==> src/rtl/rf_wb_arbiter_if.sv <==
// Write-back request bundle for the two register-file write sources:
// port 0 is the ALU, port 1 is the load/store unit.
interface rf_wb_arbiter_if #(
    parameter int XLEN = 32,
    parameter int AW   = 5
);
    logic            wb0_valid;
    logic            wb0_ready;
    logic [AW-1:0]   wb0_rd;
    logic [XLEN-1:0] wb0_data;

    logic            wb1_valid;
    logic            wb1_ready;
    logic [AW-1:0]   wb1_rd;
    logic [XLEN-1:0] wb1_data;

    modport master (
        output wb0_valid, wb0_rd, wb0_data,
        output wb1_valid, wb1_rd, wb1_data,
        input  wb0_ready, wb1_ready
    );

    modport slave (
        input  wb0_valid, wb0_rd, wb0_data,
        input  wb1_valid, wb1_rd, wb1_data,
        output wb0_ready, wb1_ready
    );
endinterface

==> src/rtl/rf_wb_arbiter.sv <==
// Round-robin arbiter for the single register-file write port, plus the
// busy scoreboard that lets decode stall on read-after-write hazards.
module rf_wb_arbiter #(
    parameter  int XLEN = 32,
    parameter  int NREG = 32,
    localparam int AW   = $clog2(NREG)
) (
    input  logic            clk,
    input  logic            rst,
    rf_wb_arbiter_if.slave  wb,
    input  logic            sb_set,
    input  logic [AW-1:0]   sb_rd,
    input  logic [AW-1:0]   chk_a1,
    input  logic [AW-1:0]   chk_a2,
    output logic            hazard,
    output logic            rf_we,
    output logic [AW-1:0]   rf_a3,
    output logic [XLEN-1:0] rf_wd
);
    logic            last_gnt;
    logic [NREG-1:0] busy;
    logic [NREG-1:0] busy_nxt;
    logic            xfer;
    logic            gnt1;
    logic [AW-1:0]   gnt_rd;
    logic [XLEN-1:0] gnt_data;
    logic            pend1;
    logic            pend2;

    // A lone requester always wins; on contention the port not granted last wins.
    assign wb.wb0_ready = wb.wb0_valid && (!wb.wb1_valid || last_gnt);
    assign wb.wb1_ready = wb.wb1_valid && (!wb.wb0_valid || !last_gnt);

    assign xfer     = wb.wb0_ready || wb.wb1_ready;
    assign gnt1     = wb.wb1_ready;
    assign gnt_rd   = gnt1 ? wb.wb1_rd   : wb.wb0_rd;
    assign gnt_data = gnt1 ? wb.wb1_data : wb.wb0_data;

    // NOTE: blocking assignments in order; the later set overrides the clear,
    // so a newly issued writer keeps its register busy.
    always_comb begin
        busy_nxt = busy;
        if (rf_we)
            busy_nxt[rf_a3] = 1'b0;
        if (sb_set)
            busy_nxt[sb_rd] = 1'b1;
        busy_nxt[0] = 1'b0;
    end

    // NOTE: sequential state uses non-blocking assignments only.
    always_ff @(posedge clk or posedge rst) begin
        if (rst) begin
            last_gnt <= 1'b1;
            rf_we    <= 1'b0;
            rf_a3    <= '0;
            rf_wd    <= '0;
            busy     <= '0;
        end else begin
            busy  <= busy_nxt;
            rf_we <= xfer && (gnt_rd != '0);
            if (xfer) begin
                last_gnt <= gnt1;
                rf_a3    <= gnt_rd;
                rf_wd    <= gnt_data;
            end
        end
    end

    // The register file forwards a same-cycle write, so that register is not pending.
    assign pend1  = busy[chk_a1] && !(rf_we && (rf_a3 == chk_a1));
    assign pend2  = busy[chk_a2] && !(rf_we && (rf_a3 == chk_a2));
    assign hazard = pend1 || pend2;
endmodule

==> src/flat_wrapper.sv <==
// flat-port wrapper written by rule: the top's interface ports become plain ports
module rf_wb_arbiter_flat 
#(
    parameter  int XLEN = 32,
    parameter  int NREG = 32,
    localparam int AW   = $clog2(NREG)
)
  (clk, rst, sb_set, sb_rd, chk_a1, chk_a2, hazard, rf_we, rf_a3, rf_wd, wb_wb0_valid, wb_wb0_rd, wb_wb0_data, wb_wb1_valid, wb_wb1_rd, wb_wb1_data, wb_wb0_ready, wb_wb1_ready);
  rf_wb_arbiter_if #(.XLEN(XLEN), .AW(5)) wb_i ();
  input  logic clk;
  input  logic rst;
  input  logic sb_set;
  input  logic [AW-1:0] sb_rd;
  input  logic [AW-1:0] chk_a1;
  input  logic [AW-1:0] chk_a2;
  output logic hazard;
  output logic rf_we;
  output logic [AW-1:0] rf_a3;
  output logic [XLEN-1:0] rf_wd;
  input wire logic [$bits(wb_i.wb0_valid)-1:0] wb_wb0_valid;
  input wire logic [$bits(wb_i.wb0_rd)-1:0] wb_wb0_rd;
  input wire logic [$bits(wb_i.wb0_data)-1:0] wb_wb0_data;
  input wire logic [$bits(wb_i.wb1_valid)-1:0] wb_wb1_valid;
  input wire logic [$bits(wb_i.wb1_rd)-1:0] wb_wb1_rd;
  input wire logic [$bits(wb_i.wb1_data)-1:0] wb_wb1_data;
  output wire logic [$bits(wb_i.wb0_ready)-1:0] wb_wb0_ready;
  output wire logic [$bits(wb_i.wb1_ready)-1:0] wb_wb1_ready;
  assign wb_i.wb0_valid = wb_wb0_valid;
  assign wb_i.wb0_rd = wb_wb0_rd;
  assign wb_i.wb0_data = wb_wb0_data;
  assign wb_i.wb1_valid = wb_wb1_valid;
  assign wb_i.wb1_rd = wb_wb1_rd;
  assign wb_i.wb1_data = wb_wb1_data;
  assign wb_wb0_ready = wb_i.wb0_ready;
  assign wb_wb1_ready = wb_i.wb1_ready;
  rf_wb_arbiter #(.XLEN(XLEN), .NREG(NREG)) u_core (.clk(clk), .rst(rst), .wb(wb_i), .sb_set(sb_set), .sb_rd(sb_rd), .chk_a1(chk_a1), .chk_a2(chk_a2), .hazard(hazard), .rf_we(rf_we), .rf_a3(rf_a3), .rf_wd(rf_wd));
endmodule
==> config.mk <==
export PLATFORM = sky130hd
export DESIGN_NAME = rf_wb_arbiter_flat
export DESIGN_NICKNAME = d
export VERILOG_FILES = /design/src/rtl/rf_wb_arbiter_if.sv /design/src/rtl/rf_wb_arbiter.sv /design/src/flat_wrapper.sv
export SDC_FILE = /design/constraint.sdc
export NUM_CORES = 1
export LEC_CHECK = 0
export ABC_AREA = 1
export BUFFER_PORTS_ARGS = -buffer_cell sky130_fd_sc_hd__clkbuf_2
export CAP_MARGIN = 15
export CELL_PAD_IN_SITES_DETAIL_PLACEMENT = 0
export CELL_PAD_IN_SITES_GLOBAL_PLACEMENT = 1
export CORE_ASPECT_RATIO = 0.8
export CORE_UTILIZATION = 39
export CTS_BUF_LIST = sky130_fd_sc_hd__clkbuf_8
export DETAILED_ROUTE_END_ITERATION = 8
export HOLD_SLACK_MARGIN = 0.06
export PLACE_DENSITY_LB_ADDON = 0.12
export SLEW_MARGIN = 20
export SYNTH_ARGS = -nofsm -noshare
export SYNTH_HDL_FRONTEND = slang
export SYNTH_SLANG_ARGS = --single-unit
export TNS_END_PERCENT = 20
==> constraint.sdc <==
create_clock -name clk -period 6.2 [get_ports clk]
set_input_delay 1.86 -clock clk [delete_from_list [all_inputs] [get_ports clk]]
set_output_delay 1.86 -clock clk [all_outputs]
set_load 0.05 [all_outputs]
; Yosys cells after proc, flatten, opt, wreduce, memory -nomap -nowiden
; Cells that the tools add are included.
[classes]
muxes = 12
n_reduce_logical = 19
magnitude_cmp = 6
eq_ne = 2
bitwise_logic = 3
[op_table]
columns = op, n
row1 = $mux 32, 3
row2 = $and 32x32->32, 1
row3 = $not 32->32, 1
row4 = $or 32x32->32, 1
row5 = $lt 5x6->1 const B, 4
row6 = $bmux 1 s5, 2
row7 = $demux 1 s5, 2
row8 = $eq 5x5->1, 2
row9 = $ge 5x1->1 const B, 2
row10 = $logic_and 1x1->1, 9
row11 = $logic_not 1->1, 5
row12 = $mux 5, 1
row13 = $reduce_bool 5->1, 1
row14 = $logic_or 1x1->1, 4
row15 = $mux 1, 4
[totals]
input_bits = 94
elab_cells = 47
regBits = 70

; Depth between registers and ports, before layout
[logic_depth]
ltp_word = 9
depth_mapped = 10
depth_no_buf = 9

; Least setup slack after synthesis
; No wires, ideal clock.
[synth_path]
path_type = in2out
start = input wb_wb0_valid
end = output wb_wb0_ready
setup_slack_ns = 1.351
t_arrival_ns = 2.989
required_time_ns = 4.340
cell_stages = 2
path_cell_list = inv_1 > o21ai_0
[synth_via]
elab_chain_len = 1
[synth_rtl]
columns = element, line_no
row1 = from (decl), flat_wrapper.sv:20  ; input wire logic [$bits(wb_i.wb0_valid)-1:0] wb_wb0_valid;
row2 = $logic_and 1x1->1, rf_wb_arbiter.sv:31  ; assign wb.wb0_ready = wb.wb0_valid && (!wb.wb1_valid || last_gnt);
row3 = to (decl), flat_wrapper.sv:26  ; output wire logic [$bits(wb_i.wb0_ready)-1:0] wb_wb0_ready;
; No other way between the ends.

; Final worst setup path
[layout_path]
start = input chk_a1[0]
end = output hazard
[layout_via]
elab_chain_len = 5
elab_cells_between_ends = 7
classes_between = eq/ne: 1 / mux: 2 / reduce/logical: 4
[layout_rtl]
columns = element, line_no
row1 = from (decl), flat_wrapper.sv:14  ; input logic [AW-1:0] chk_a1;
row2 = branches (longest 3 deep; another with $bmux 1 s5), n/a
row3 = $logic_and 1x1->1 *, rf_wb_arbiter.sv:70  ; assign pend1 = busy[chk_a1] && !(rf_we && (rf_a3 == chk_a1));
row4 = $logic_or 1x1->1 *, rf_wb_arbiter.sv:72  ; assign hazard = pend1 || pend2;
row5 = to (decl), flat_wrapper.sv:16  ; output logic hazard;
; Mark *: on every way between the ends. The select of a mux whose other input is x is not followed.

==> metrics.md <==
| Metric | Value |
|---|---|
| Worst-path cell chain | `clkbuf_2 -> inv_4 -> nand2_1 -> nand3_1 -> nand2_1 -> nand2_1 -> nand3_1 -> nand3_1 -> nand3_1 -> nand2_1 -> clkbuf_2` |
| Dpl hpwl | `9340 um` |
| Grt ovf | `0` |
| Share of post-route cells with drive strength above 1 | `approximately 24%` |
| Ant. Diodes | `0` |
| Tot Pwr | `1.66 mW` |
| CTS tree | `yes` |
| Detail Route Antenna Nets | `0` |
| Ys Warns | `0` |
| CP max stage delay | `around 0.28 ns` |
| Number of DRC violations after detailed-routing iteration 0 | `386` |
| Crit path max fanout | `18` |
| GR Layer Usage met2 | `35.2%` |
| Chip Width | `between 100 and 150 um` |
| Critical path's top delay family | `buffers and inverters` |
| Final #Nets | `749` |
| Max Fclk | `0.194 GHz` |
| Pwr/cell area | `345 nW/um2` |
| Pin count of the biggest net entering global routing | `64` |
| CP arrival | `between 3 and 4 ns` |
| Yosys reg bits | `70` |
| Area leader, netlist | `dfrtp_1` |
| Post-CTS Setup Repair Bufs | `0` |
| Top cells by area, synth | `dfrtp_1, o21ai_0, nand3_1` |
| EDFF count, synth | `0` |
| Setup violators final | `0` |
| Register area share after synthesis | `45.1%` |
| Critical path's slowest cell | `clkbuf_2` |
| Avg WL per Cell | `16.2 um` |
| Maximum resistive drop on vdd | `158 uV` |
| DRC viols | `0` |
| Fin crit share | `82.9%` |
| Core Region | `9650 um2` |
| Number of global-route vias before repair | `3,739` |
| Static leakage power | `2.41 nW` |
| Setup TNS | `0 ns` |
| Max clock buf depth | `2` |
| Mapped Cells | `531` |
| Post-CTS sizing | `0` |
| Status | `finished, final reports clean` |
| Syn_nets | `625` |
| Main synth FF type | `dfrtp_1` |
| P&R area growth vs syn | `24.0%` |
| RSZ-0062 raised after global routing | `no` |
| PortBufs | `approximately 130` |
| Distinct cells, synth | `19` |
| Worst-Skew Late Latency | `approximately 0.35 ns` |
| Number of core rows | `32` |
| # clock sinks | `70` |
| DR vias | `4,213` |
| Share of the synthesized area in the top cell type | `44.4%` |
| Initial antenna violation count | `0` |
| Clock slew at reported path FFs | `approximately 0.07 ns` |
| Die area | `10,400 um2` |
| Global-route wire length before repair | `20,100 um` |
| Pins over their slew limit | `0` |
| CTS root buf | `clkbuf_8` |
| Final Routed Wirelength | `around 13,000 um` |
| GRT met1 Usage | `~40%` |
| Initial core utilization | `roughly 40%` |
| Slew @ Worst Pin | `0.814 ns` |
| Vias per inst | `5.29` |
| Syn avg cell area | `7.32 um2` |
| Number of max-cap violations | `0` |
| Filler cell count | `roughly 1,000` |
| Clk_skew | `0.00974 ns` |
| CP required | `4.34 ns` |
| CP Class | `in2out` |
| CP Launch Type | `input pin` |
| CTS H-tree lvls | `3` |
| Global Route met3 Usage | `4.74%` |
| Detailed Routing Iterations Pass 1 | `5` |
| Synth Cell Area | `3880 um2` |
| Cts hold-fix bufs | `0` |
| CP Capture Type | `output port` |
| Total GRT Usage | `between 20% and 30%` |
| Fin crit period | `5.14 ns` |
| Slew headroom | `45.8%` |
| CTS Buf Count | `9` |
| Vert. Die Dim | `91.3 um` |
| Reg-to-reg slack, setup | `4.39 ns` |
| Global-route layer with the greatest usage | `met1` |
| Final hold violation count | `0` |
| Top cells by count, synth | `nand2_1, o21ai_0, nand3_1, dfrtp_1, inv_1` |
| Io pins | `135` |
| Worst min path class | `reg2reg` |
| Bufs and invs on worst path | `3` |
| Top-count cell post-synth | `nand2_1` |
| RePlAce Congestion | `0.943` |
| FFs w/ async S/R, synth | `100%` |
[worst paths after layout]
check	cells after the start	startpoint	end
max	11	chk_a1[0]	hazard
min	2	u_core.last_gnt	u_core.last_gnt
max reg2reg	7	u_core.last_gnt	u_core.rf_we
min reg2reg	2	u_core.last_gnt	u_core.last_gnt
max in group asynchronous	3	rst	u_core.rf_wd[13]
min in group asynchronous	2	rst	u_core.busy[13]
[worst reg2reg max path, cell delays in order, from the launching register on]
cell and delay (ns):
dfstp_2 0.53, nand2_1 0.08, nand2_1 0.08, buf_4 0.36
mux2i_1 0.37, nand2_1 0.10, nor2_1 0.11, nor2_1 0.04
[report_power, final]
| part | switching, mW | leakage, nW | internal (mW) |
|---|---|---|---|
| Clock | 0.185 | 0.112 | 0.229 |
| Combinational | 0.415 | 1.50 | 0.162 |
| Sequential | 0.0873 | 0.807 | 0.583 |
| Total | 0.688 | 2.41 | 0.973 |
[sequential cells by signal (all words and copies together), names as in the netlist]
| signal | count |
|---|---|
| u_core.rf_a3 | 5 |
| u_core.last_gnt | 1 |
| u_core.busy | 31 |
| u_core.rf_wd | 32 |
| u_core.rf_we | 1 |
[metrics by stage]
stage | area [um2] | utilization, % | setup slack, ns | hold WS (ns) | instances
floorplan | 3880 | - | 1.35 | 0.446 | 531
global placement | 4590 | 47.6 | 1.06 | 0.458 | 780
detailed placement | 4590 | 47.6 | 1.09 | 0.460 | 780
CTS | 4820 | 49.9 | 1.09 | 0.473 | 796
global route | 4820 | 49.9 | 0.927 | 0.505 | 796
finish | 4820 | 49.9 | 1.06 | 0.467 | 796
[cells in the final DEF (no fill, tap or decap)]
cell type	instances
clkinvlp_4	1
inv_4	2
clkinv_4	1
dfstp_2	1
o21ai_0	104
inv_1	46
buf_4	4
inv_2	4
o211ai_1	1
nand2_1	110
bufinv_16	2
mux2i_1	5
o21ai_1	30
nor2_1	40
nand3_1	85
clkbuf_8	9
o22ai_1	6
inv_6	2
a21oi_1	3
dfrtp_1	69
nor3_1	1
clkbuf_2	134
[per-layer routing]
| layer | wire [um] | vias to the layer above | share of wire (%) |
|---|---|---|---|
| li1 | - | 2017 | - |
| met5 | 0 | - | 0 |
| met1 | 6260 | 1960 | 48 |
| met2 | 5400 | 225 | 42 |
| met3 | 1170 | 11 | 9.1 |
| met4 | 101 | 0 | 0.78 |
[cell type report]
type,count,area (um2),area share [%]
multi-input combinational,385,1770,36.8
clock buffer,9,124,2.57
inverter,51,196,4.08
sequential,70,1750,36.4
timing repair buffer,138,701,14.5
tap,136,170,3.53
clock inverter,7,97.6,2.03
[kinds of logic after synthesis]
| group | after synthesis | synth area share (%) |
|---|---|---|
| simple gates | 236 | 25.6 |
| compound gates | 144 | 18.8 |
| buf+inv | 76 | 9.21 |
| flops | 70 | 45.1 |
| mux | 5 | 1.29 |
Power figures use the tool's default switching activity.
